--- src/rtl/calc_pkg.sv ---
// Shared key-code constants, operator encoding and FSM state enumeration for the
// calculator key-entry block.
package calc_pkg;

    localparam logic [3:0] KEY_ADD = 4'd10;
    localparam logic [3:0] KEY_SUB = 4'd11;
    localparam logic [3:0] KEY_MUL = 4'd12;
    localparam logic [3:0] KEY_DIV = 4'd13;
    localparam logic [3:0] KEY_EQ  = 4'd14;
    localparam logic [3:0] KEY_CLR = 4'd15;

    localparam logic [1:0] OP_ADD = 2'b00;
    localparam logic [1:0] OP_SUB = 2'b01;
    localparam logic [1:0] OP_MUL = 2'b10;
    localparam logic [1:0] OP_DIV = 2'b11;

    typedef enum logic [2:0] {
        ST_A0,
        ST_A1,
        ST_A2,
        ST_B0,
        ST_B1,
        ST_B2,
        ST_ISSUE
    } state_t;

    typedef enum logic [1:0] {
        KC_DIGIT,
        KC_OP,
        KC_EQ,
        KC_CLR
    } key_class_t;

    function automatic key_class_t classify(input logic [3:0] code);
        if (code <= 4'd9)
            return KC_DIGIT;
        else if (code == KEY_EQ)
            return KC_EQ;
        else if (code == KEY_CLR)
            return KC_CLR;
        else
            return KC_OP;
    endfunction

    // Operator keys 10..13 map directly onto op codes 0..3.
    function automatic logic [1:0] key_to_op(input logic [3:0] code);
        logic [3:0] d;
        d = code - KEY_ADD;
        return d[1:0];
    endfunction

endpackage

--- src/rtl/calc_digit_shift.sv ---
// Two-digit BCD shift register: load shifts ones into tens and takes a new ones
// digit; clear zeroes both, and clear+load together leaves just the new digit.
module calc_digit_shift (
    input  logic       clk,
    input  logic       rst_n,
    input  logic       i_clr,
    input  logic       i_load,
    input  logic [3:0] i_digit,
    output logic [3:0] o_tens,
    output logic [3:0] o_ones
);

    logic [3:0] r_tens;
    logic [3:0] r_ones;

    always_ff @(posedge clk) begin
        if (!rst_n) begin
            r_tens <= 4'd0;
            r_ones <= 4'd0;
        end else if (i_load) begin
            r_tens <= i_clr ? 4'd0 : r_ones;
            r_ones <= i_digit;
        end else if (i_clr) begin
            r_tens <= 4'd0;
            r_ones <= 4'd0;
        end
    end

    assign o_tens = r_tens;
    assign o_ones = r_ones;

endmodule

--- src/rtl/calc_key_entry.sv ---
// Calculator key-entry FSM: collects two 2-digit BCD operands and an operator,
// then offers them downstream with a valid/ready handshake.
// Optional macro CALC_KEY_DIVZERO_EN rejects "equal" on a divide by zero.
import calc_pkg::*;

module calc_key_entry (
    input  logic       clk,
    input  logic       rst_n,
    input  logic       key_valid,
    input  logic [3:0] key_code,
    output logic       key_ready,
    output logic [3:0] v11,
    output logic [3:0] v12,
    output logic [3:0] v21,
    output logic [3:0] v22,
    output logic [1:0] op,
    output logic       calc_valid,
    input  logic       calc_ready,
    output logic       err
);

    state_t     r_state;
    logic [1:0] r_op;
    logic       r_err;
    logic       r_calc_valid;
    logic       r_key_ready;

    logic       w_accept;
    key_class_t w_class;
    logic       w_op1_clr;
    logic       w_op1_ld;
    logic       w_op2_clr;
    logic       w_op2_ld;
    logic       w_div_zero;
    logic [3:0] w_v11;
    logic [3:0] w_v12;
    logic [3:0] w_v21;
    logic [3:0] w_v22;

    assign w_accept = key_valid & r_key_ready;
    assign w_class  = classify(key_code);

`ifdef CALC_KEY_DIVZERO_EN
    assign w_div_zero = (r_op == OP_DIV) && (w_v21 == 4'd0) && (w_v22 == 4'd0);
`else
    assign w_div_zero = 1'b0;
`endif

    // Operand register strobes; a first digit in A0 wipes both operands.
    always_comb begin
        w_op1_clr = 1'b0;
        w_op1_ld  = 1'b0;
        w_op2_clr = 1'b0;
        w_op2_ld  = 1'b0;
        if (w_accept) begin
            case (w_class)
                KC_DIGIT: begin
                    case (r_state)
                        ST_A0: begin
                            w_op1_clr = 1'b1;
                            w_op1_ld  = 1'b1;
                            w_op2_clr = 1'b1;
                        end
                        ST_A1:        w_op1_ld = 1'b1;
                        ST_B0, ST_B1: w_op2_ld = 1'b1;
                        default:      ;
                    endcase
                end
                KC_CLR: begin
                    w_op1_clr = 1'b1;
                    w_op2_clr = 1'b1;
                end
                default: ;
            endcase
        end
    end

    calc_digit_shift u_op1 (
        .clk     (clk),
        .rst_n   (rst_n),
        .i_clr   (w_op1_clr),
        .i_load  (w_op1_ld),
        .i_digit (key_code),
        .o_tens  (w_v11),
        .o_ones  (w_v12)
    );

    calc_digit_shift u_op2 (
        .clk     (clk),
        .rst_n   (rst_n),
        .i_clr   (w_op2_clr),
        .i_load  (w_op2_ld),
        .i_digit (key_code),
        .o_tens  (w_v21),
        .o_ones  (w_v22)
    );

    always_ff @(posedge clk) begin
        if (!rst_n) begin
            r_state      <= ST_A0;
            r_op         <= OP_ADD;
            r_err        <= 1'b0;
            r_calc_valid <= 1'b0;
            r_key_ready  <= 1'b1;
        end else if (r_state == ST_ISSUE) begin
            if (calc_ready) begin
                r_state      <= ST_A0;
                r_calc_valid <= 1'b0;
                r_key_ready  <= 1'b1;
            end
        end else if (w_accept) begin
            case (w_class)
                KC_DIGIT: begin
                    case (r_state)
                        ST_A0: begin
                            r_op    <= OP_ADD;
                            r_state <= ST_A1;
                        end
                        ST_A1:        r_state <= ST_A2;
                        ST_B0:        r_state <= ST_B1;
                        ST_B1:        r_state <= ST_B2;
                        ST_A2, ST_B2: r_err   <= 1'b1;
                        default:      ;
                    endcase
                end
                KC_OP: begin
                    case (r_state)
                        ST_A1, ST_A2: begin
                            r_op    <= key_to_op(key_code);
                            r_state <= ST_B0;
                        end
                        ST_B0:   r_op  <= key_to_op(key_code);
                        default: r_err <= 1'b1;
                    endcase
                end
                KC_EQ: begin
                    if ((r_state == ST_B1 || r_state == ST_B2) && !w_div_zero) begin
                        r_state      <= ST_ISSUE;
                        r_calc_valid <= 1'b1;
                        r_key_ready  <= 1'b0;
                    end else begin
                        r_err <= 1'b1;
                    end
                end
                KC_CLR: begin
                    r_state <= ST_A0;
                    r_op    <= OP_ADD;
                    r_err   <= 1'b0;
                end
                default: ;
            endcase
        end
    end

    assign key_ready  = r_key_ready;
    assign calc_valid = r_calc_valid;
    assign op         = r_op;
    assign err        = r_err;
    assign v11        = w_v11;
    assign v12        = w_v12;
    assign v21        = w_v21;
    assign v22        = w_v22;

endmodule
--- config.mk ---
export PLATFORM = sky130hd
export DESIGN_NAME = calc_key_entry
export DESIGN_NICKNAME = d
export VERILOG_FILES = /design/src/rtl/calc_pkg.sv /design/src/rtl/calc_digit_shift.sv /design/src/rtl/calc_key_entry.sv
export SDC_FILE = /design/constraint.sdc
export NUM_CORES = 1
export LEC_CHECK = 0
export BUFFER_PORTS_ARGS = -buffer_cell sky130_fd_sc_hd__clkbuf_2
export CORE_ASPECT_RATIO = 0.9
export CORE_MARGIN = 2
export CORE_UTILIZATION = 47
export DETAILED_ROUTE_END_ITERATION = 8
export GPL_TIMING_DRIVEN = 1
export PLACE_DENSITY = 0.7
export SLEW_MARGIN = 20
export SYNTH_ARGS = -nofsm -noshare
export SYNTH_HDL_FRONTEND = slang
export SYNTH_SLANG_ARGS = --single-unit
--- constraint.sdc ---
create_clock -name clk -period 1.7 [get_ports clk]
set_input_delay 0.17 -clock clk [delete_from_list [all_inputs] [get_ports clk]]
set_output_delay 0.17 -clock clk [all_outputs]
set_load 0.05 [all_outputs]
### After elaboration in Yosys (flattened, before gate mapping)

Index checks and enable logic that the tools add are counted.

* bits in registers: 24
* input bits: 8

* $add $sub $neg: 1
* $lt $le $gt $ge: 1
* equality and inequality tests: 20
* mux-type cells: 43
* bitwise gates (word level): 2
* reductions and logical operators: 18

Operators with widths (count)
* two-way mux 4 bit: 7
* case mux 3 bit (4 select lines): 2
* two-way mux 1 bit: 21
* two-way mux 3 bit: 5
* AND reduction 5 bit: 3
* two-way mux 2 bit: 5
* nonzero test 2 bit: 5
* equality test 3 bit, second input constant: 3
* equality test 4 bit, second input constant: 2
* inequality test 2 bit, second input constant: 4
* OR reduction 2 bit: 4
* equality test 3 x 2 -> 1 bit, second input constant: 2
* inequality test 3 bit, second input constant: 2
* inequality test 6 x 5 -> 1 bit, second input constant: 1
* case mux 2 bit (3 select lines): 1
* equality test 2 bit, second input constant: 2
* less-or-equal comparator 4 bit, second input constant: 1
* inequality test 2 x 1 -> 1 bit, second input constant: 2
* case mux 1 bit (4 select lines): 1
* AND reduction 4 bit: 1
* equality test 3 x 1 -> 1 bit, second input constant: 1
* logical NOT 3 bit: 1
* nonzero test 3 bit: 1
* OR reduction 3 bit: 1
* other kinds (7): 7

### Logic depth before layout (Yosys ltp)

Gate-level depths: netlist of the first run.

* word-level depth: 9
* mapped depth: 9

### By module

From an unflattened synthesis of the first run, not the netlist that was laid out.

* cell total of the unflattened synthesis: 151
* area, all modules: 1327.5 µm²

By module, submodules not included
* calc_key_entry: times used 1, cells each 93, area an instance 696.9 µm², seq. area each 160.2 µm²
* calc_digit_shift: times used 2, cells each 29, area an instance 315.3 µm², seq. area each 160.2 µm²

### Worst setup path before layout of the first run

Ideal clock, no wire load.

* path type: register to register
* start point: register r_key_ready (netlist: key_ready)
* end point: register r_op[1] (netlist: op[1])
* setup time: 70 ps
* data arrival time: 1702 ps
* slack: -73 ps
* stages on the path, launching flop included: 5
* buffers on the path: 0
* clock period less this slack: 1773 ps
* cells stage by stage: dfxtp_1 > nand2_1 > a211o_1 > or4b_1 > a21oi_1

* cells in the longest elaborated chain, start to end: 2

RTL lines
* start, declared: line calc_key_entry.sv:26 `logic r_key_ready;`
* start signal, assigned: line calc_key_entry.sv:104 `r_key_ready <= 1'b1;`
* start signal, assigned: line calc_key_entry.sv:109 `r_key_ready <= 1'b1;`
* start signal, assigned: line calc_key_entry.sv:140 `r_key_ready <= 1'b0;`
* bitwise AND 1 bit: line calc_key_entry.sv:40 `assign w_accept = key_valid & r_key_ready;`
* AND reduction 5 bit (no line)
* end signal, assigned: line calc_key_entry.sv:129 `r_op <= key_to_op(key_code);`
* end signal, assigned: line calc_key_entry.sv:132 `ST_B0: r_op <= key_to_op(key_code);`
* end, declared: line calc_key_entry.sv:23 `logic [1:0] r_op;`

No other way between the ends.
A chain may end at the register's enable or synchronous reset.

### Worst setup path in the final report of the first run

* start point: register r_state[2]
* end point: register r_op[1] (netlist: op[1])

* cells in the longest elaborated chain, start to end: 4
* elaborated cells between the ends (all ways): 10
* those cells by class: eq/ne: 6; bitwise: 1; reduce/logical: 3

RTL lines
* start, declared: line calc_key_entry.sv:22 `state_t r_state;`
* start signal, assigned: line calc_key_entry.sv:100 `r_state <= ST_A0;`
* start signal, assigned: line calc_key_entry.sv:107 `r_state <= ST_A0;`
* start signal, assigned: line calc_key_entry.sv:117 `r_state <= ST_A1;`
* equality test 3 x 2 -> 1 bit or equality test 3 x 1 -> 1 bit (tied branches): line calc_key_entry.sv:127 `case (r_state)`
* OR reduction 3 bit (no line)
* inequality test 2 bit (no line)
* AND reduction 5 bit (no line) (*)

Mark *: on every way between the ends. The rest lies on a longest branch, timed or not.

==> metrics.md, run 1 <==
| Metric | Value |
|---|---|
| Compound-Gate Fraction of Synth Area | `22.6%` |
| DR pass1 iterations | `7` |
| CP max FO | `7` |
| Initial antenna violation count | `0` |
| Layout Cells excl Fill | `227` |
| Failing checks | `DRC` |
| Via density | `5.55` |
| Syn Nets | `166` |
| Max VDD drop | `633 uV` |
| Row cnt | `17` |
| Clk Latency, worst-skew pair | `310 ps` |
| Sequential share of the synthesized area | `37.9%` |
| Final Hold Vio Count | `0` |
| Crit path kind | `flip-flop to flip-flop` |
| Final net count | `211` |
| Async set-reset flop share out of synthesis | `0%` |
| Main combinational cell family by area after synthesis | `simple AND/OR/NAND/NOR gates` |
| Buffers on Ports | `28` |
| Num CTS Buffers | `3` |
| Post-DP HPWL | `2380 um` |
| Syn Inst Count | `155` |
| Routability Congestion | `0.848` |
| Max incr delay on CP | `530 ps` |
| Type of origin of the critical path | `flip-flop` |
| Max-cap violations | `0` |
| First-pass GRT wire length | `5030 um` |
| Adder-Cell Fraction of Synth Area | `2.96%` |
| Antenna cell count | `0` |
| Final Setup Violations | `0` |
| Sink Count | `24` |
| Synth-to-layout area growth | `26.6%` |
| CORE AREA | `2510 um^2` |
| XOR/XNOR Fraction of Synth Area | `0%` |
| Clk slew on worst S/H paths | `130 ps` |
| Share of cells above drive strength 1 | `30.7%` |
| Synth Area per Inst | `8.17 um^2` |
| Yosys reg bits | `24` |
| P_leak | `0.709 nW` |
| Wirelength, routed | `3050 um` |
| Post-synth EDFFs | `0` |
| Slowest-stage cell, CP | `or4b_1` |
| Minimum clock period | `1630 ps` |
| Top cell type's share of synthesized area | `37.9%` |
| Power density cells | `780 nW/um^2` |
| # DRC | `1` |
| CTS H-tree depth | `1` |
| Primary FF master, synth | `dfxtp_1` |
| Ranking of synthesized cells by area | `dfxtp_1 38%, a21oi_1 7.9%, nand2_1 7.7%` |
| Worst Hold Class | `primary input to flip-flop` |
| Post-route ant nets | `0` |
| Fin. max-slew vios | `0` |
| Number of global-route vias before repair | `1170` |
| RSZ-0062 raised after global routing | `false` |
| Yosys cell types | `43` |
| Area leader, netlist | `dfxtp_1` |
| Ys Warns | `0` |
| Total design power | `1.25 mW` |
| Critical-path cell list | `o21bai_1 > a211o_1 > or4b_1 > a21oi_2` |
| Mapped cell area | `1270 um^2` |
| Critical path data required time | `1960 ps` |
| Grt ovf | `0` |
| GRT Util Overall | `20.8%` |
| Height of the die | `53.2 um` |
| Clock Skews | `7.31 ps` |
| WL/cell | `13.4 um` |
| Inst Count DP | `222` |
| Root Buffer | `clkbuf_4` |
| Worst path arrival time | `1890 ps` |
| FMAX | `614 MHz` |
| Mux contribution to synthesized area | `5.53%` |
| Crit share post-route | `95.8%` |
| CTS tree | `yes` |
| IO Pins | `29` |
| Die Width | `58.7 um` |
| Worst-margin pin slew | `363 ps` |
| Rel. slew slack | `75.4%` |
| Largest net degree at the start of global routing | `14` |
| Crit path capture type | `flip-flop` |
| Outcome | `complete, but fails checks` |
| Vias | `1260` |
| Initial Util | `50.4%` |
| Hold-fix buffers, CTS | `0` |
| DIE AREA | `3130 um^2` |
| Clock buffer depth | `2` |
| 1st-iter DRT viols | `46` |
| Synth Area in Simple Gates | `24.1%` |
critical path: cells and delay by family (launching register included):
kind            cells  cell delay, ps
compound gates      3             660
flops               1             380
simple gates        1             530
power by group:
group / total (mW) / switching [mW] / internal [mW]
clock: 0.293 / 0.162 / 0.131
combinational: 0.352 / 0.209 / 0.143
sequential: 0.605 / 0.0185 / 0.586
per-layer routing:
metal  wire, um  track usage (%)  part of all wire [%]  vias to the layer above
met1       1440             26.6                    47                      584
met4          9             2.27                  0.30                        0
met3        133             6.11                   4.4                        2
met2       1460             35.8                    48                       33
li1           -                -                     -                      641
met5          0                0                     0                        -
flip-flops by register name (all words and copies together), names as in the netlist:
name,cells
u_op1.o_ones,4
u_op1.o_tens,4
u_op2.o_ones,4
u_op2.o_tens,4
r_state,3
op,2
calc_valid,1
err,1
key_ready,1
placed cells by master, fill, tap and decap left out, types with 2 or more instances in the layout:
cell       count
clkbuf_2      28
or3_1          2
nand3b_1       5
inv_1          7
nand3_1        7
o2111ai_1      2
clkbuf_4       3
ha_1           3
a211o_1        2
buf_4         23
nand2_1       26
dfxtp_2        2
or4b_1         2
nor3_1         3
mux2i_1        7
a21oi_1       19
nor2_1         4
o21a_1         2
o21ai_0        6
dfxtp_1       22
cells by family after synthesis:
group / count (synthesis)
fa+ha+maj: 3
mux: 7
flops: 24
buf+inv: 18
simple gates: 58
compound gates: 45
synth_stat cells, types with 2 or more instances:
cell type,n
clkbuf_1,5
mux2i_1,7
nand3_1,7
nor3_1,3
buf_2,2
o21ai_0,6
a211o_1,2
nand3b_1,5
dfxtp_1,24
nand2_1,26
nor2_1,4
or3_1,2
ha_1,3
o2111ai_1,3
or4b_1,2
inv_1,7
o21a_1,2
a21oi_1,20
final timing paths:
path               startpoint              end  slack (ps)  cells after the start
setup / recovery   r_state[2]            op[1]          70                      4
hold / removal    key_code[1]  u_op1.o_ones[1]         130                      3
setup reg to reg   r_state[2]            op[1]          70                      4
hold reg to reg    calc_valid       calc_valid         460                      2
area by class of cell:
class                           instances  area [um^2]
Sequential cell                        24          483
Clock buffer                            4         36.3
Multi-Input combinational cell        113          709
Inverter                                7         26.3
Timing Repair Buffer                   51          313
Tap cell                               28         35.0
Fill cell                             226          907
what timing repair did:
action / CTS / global route
hold endpoints to repair: 0 / 0
gates resized for setup: 0 / 2
setup endpoints to repair: 0 / 4
buffers inserted: 0 / 1
through the flow:
step	cell area (um^2)	util, %	setup TNS, ps	hold WS [ps]	setup slack, ps
finish	1600	63.9	0	130	71.1
global route	1600	63.9	0	129	9.49
CTS	1590	63.4	0	122	58.0
detailed placement	1550	61.9	-2470	441	-157
global placement	1550	61.9	-1300	432	-92.6
floorplan	1270	-	0	306	5.86
Power figures use the tool's default switching activity.
==> inputs of run 2 (changes only) <==
--- a/config.mk
+++ b/config.mk
@@ -12,6 +12,7 @@
 export DETAILED_ROUTE_END_ITERATION = 8
 export GPL_TIMING_DRIVEN = 1
 export PLACE_DENSITY = 0.7
+export REMOVE_ABC_BUFFERS = 1
 export SLEW_MARGIN = 20
 export SYNTH_ARGS = -nofsm -noshare
 export SYNTH_HDL_FRONTEND = slang
==> run 2 against run 1 <==
The run still ends with DRC left. Clock power rose by 40%. Setup slack improved by 13 ps. Combinational power barely moved. First-iteration DRC count grew 15%. Via count grew 2.2%. Routed wire length grew 2.2%. Fmax increased by 0.81%. Non-clock buffer count grew 4. Sequential share of layout area is 0.51 points lower. Critical path depth stayed put. Count of clock-buffer cells in the layout decreased by 1. Critical path type unchanged. Critical endpoint unchanged. Largest power group unchanged. Highest routed layer unchanged.
==> metrics.md, run 2 (same netlist as run 1, synthesis figures left out) <==
| Metric | Value |
|---|---|
| Setup TNS | `0 ps (unchanged)` |
| Initial antenna violation count | `0 (unchanged)` |
| Die Width | `58.7 um (unchanged)` |
| # DRC | `2 (+1)` |
| Clock Skews | `12.3 ps (+4.99 ps)` |
| WHS | `109 ps (-21.3 ps)` |
| Clk slew on worst S/H paths | `140 ps (about the same)` |
| Antenna cell count | `0 (unchanged)` |
| Via density | `5.58 (+0.45%)` |
| Grt ovf | `0 (unchanged)` |
| Post-route ant nets | `0 (unchanged)` |
| Final Setup Violations | `0 (unchanged)` |
| Type of origin of the critical path | `flip-flop` |
| WL/cell | `13.5 um (+0.46%)` |
| Commonest non-fill, non-tap cell in the layout | `clkbuf_2` |
| DIE AREA | `3130 um^2 (unchanged)` |
| Worst Hold Class | `primary input to flip-flop` |
| GRT Util Overall | `21.3% (+0.47 points)` |
| Crit share post-route | `95.1% (-0.77 points)` |
| Final worst slack | `84.1 ps (+13.0 ps)` |
| Vias | `1288 (+2.2%)` |
| Final Hold Vio Count | `0 (unchanged)` |
| 1st-iter DRT viols | `53 (+15%)` |
| Power density cells | `835 nW/um^2 (+7.0%)` |
| Max VDD drop | `551 uV (-13%)` |
| Minimum clock period | `1620 ps (-13.0 ps)` |
| Outcome | `complete, but fails checks` |
| Max-cap violations | `0 (unchanged)` |
| Root Buffer | `clkbuf_4` |
| Routability Congestion | `0.793 (-6.5%)` |
| CTS H-tree depth | `1 (unchanged)` |
| RSZ-0062 raised after global routing | `false` |
| Failing checks | `DRC` |
| Fin. max-slew vios | `0 (unchanged)` |
| Num CTS Buffers | `3 (unchanged)` |
| Fillers | `229 (+1.3%)` |
| Slowest-stage cell, CP | `or4b_1` |
| Initial Util | `50.4% (unchanged)` |
| Clock power frac | `29.8% (+6.4 points)` |
| CTS tree | `yes` |
| Number of global-route vias before repair | `1150 (-1.7%)` |
| Synth-to-layout area growth | `29.7%` |
| Critical-path cell list | `o21bai_1 > a211o_1 > or4b_1 > a21oi_1` |
| Layout Cells excl Fill | `231 (+1.8%)` |
| Inst Count DP | `226 (+1.8%)` |
| Sink Count | `24 (unchanged)` |
| Height of the die | `53.2 um (unchanged)` |
| Crit path kind | `flip-flop to flip-flop` |
| Critical path data required time | `1950 ps (about the same)` |
| First-pass GRT wire length | `5030 um (unchanged)` |
| Switch share | `29.0% (-2.2 points)` |
| Cell-internal power | `0.973 mW (+13%)` |
| Largest net degree at the start of global routing | `15 (+1)` |
| P_leak | `0.737 nW (+4.0%)` |
| Seq pwr share | `44.5% (-3.9 points)` |
| Worst path arrival time | `1870 ps (-20 ps)` |
| Share of cells above drive strength 1 | `31.5% (+0.87 points)` |
| Final net count | `215 (+1.9%)` |
| Row cnt | `17 (unchanged)` |
| Clock buffer depth | `2 (unchanged)` |
| IO Pins | `29 (unchanged)` |
| DR pass1 iterations | `6 (-1)` |
| FMAX | `619 MHz (+0.81%)` |
| Buffers on Ports | `28 (unchanged)` |
| Rel. slew slack | `73.7% (-1.8 points)` |
| Max incr delay on CP | `540 ps (about the same)` |
| Wirelength, routed | `3110 um (+2.2%)` |
| Combinational Power Share | `25.7% (-2.5 points)` |
| Placement Setup Slack | `-141 ps (+15.4 ps)` |
| Most frequent cells in the layout | `28 x clkbuf_2, 27 x buf_4, 26 x nand2_1` |
| Switch Pwr | `0.398 mW (+2.0%)` |
| Clk Latency, worst-skew pair | `320 ps (about the same)` |
| CORE AREA | `2510 um^2 (unchanged)` |
| CP max FO | `7 (unchanged)` |
| Crit path capture type | `flip-flop` |
| Post-DP HPWL | `2370 um (-0.23%)` |
| Worst-margin pin slew | `393 ps (+30.0 ps)` |
==> run 2: changes by cell type in the layout (fill, tap and decap cells not counted), sizes merged <==
| cell | previous run | this run |
|---|---|---|
| bufinv | 0 | 1 |
| clkbuf | 32 | 31 |
| buf | 23 | 27 |
==> run 2: power groups by stage <==
| stage | registers (mW) | logic, mW | clock network [mW] |
|---|---|---|---|
| after floorplan | 0.682 | 0.142 | 0 |
| after global placement | 0.620 | 0.338 | 0 |
| after detailed placement | 0.622 | 0.345 | 0 |
| after CTS | 0.611 | 0.347 | 0.416 |
| after global routing | 0.615 | 0.382 | 0.438 |
| final | 0.611 | 0.352 | 0.409 |
==> run 2: critical path: cells and delay by family, from the launching register on <==
family	cells	cell delay, ps
DFF	1	370
AOI/OAI and AO/OA	3	630
and+or+nand+nor	1	540
==> run 2: through the flow <==
step,area [um^2],total power [mW],utilization [%]
after global routing,1640,1.43,65.5
after CTS,1630,1.37,65.0
after global placement,1580,0.959,62.8
after floorplan,1210,0.823,-
final,1640,1.37,65.5
after detailed placement,1580,0.967,62.8
==> run 2: layer usage <==
layer  wire, um  GRT usage (%)
met1       1430           26.9
met2       1490           37.3
met3        176           4.65
met4         15           4.17
met5          0              0
==> run 2: area by class of cell <==
| type | instances | area [um^2] | area share, % |
|---|---|---|---|
| multi-input combinational | 113 | 699 | 42.6 |
| timing repair buffer | 55 | 343 | 20.9 |
| inverter | 7 | 26.3 | 1.60 |
| sequential | 24 | 487 | 29.6 |
| clock inverter | 1 | 30.0 | 1.83 |
| clock buffer | 3 | 22.5 | 1.37 |
| tap | 28 | 35.0 | 2.13 |
==> run 2: repair_timing <==
item | 4_1_cts | 5_1_grt
endpoints found under the hold margin | 0 | 0
hold buffers | 0 | 0
resized for setup | 2 | 2
endpoints found under the setup margin | 1 | 2
buffers inserted | 0 | 1
==> run 2: path summary, 6_finish.rpt <==
kind	start	to	slack [ps]	depth (start not counted)
max	r_state[2]	op[1]	80	4
min	key_code[2]	u_op2.o_ones[2]	110	3
max reg2reg	r_state[2]	op[1]	80	4
min reg2reg	calc_valid	calc_valid	460	2
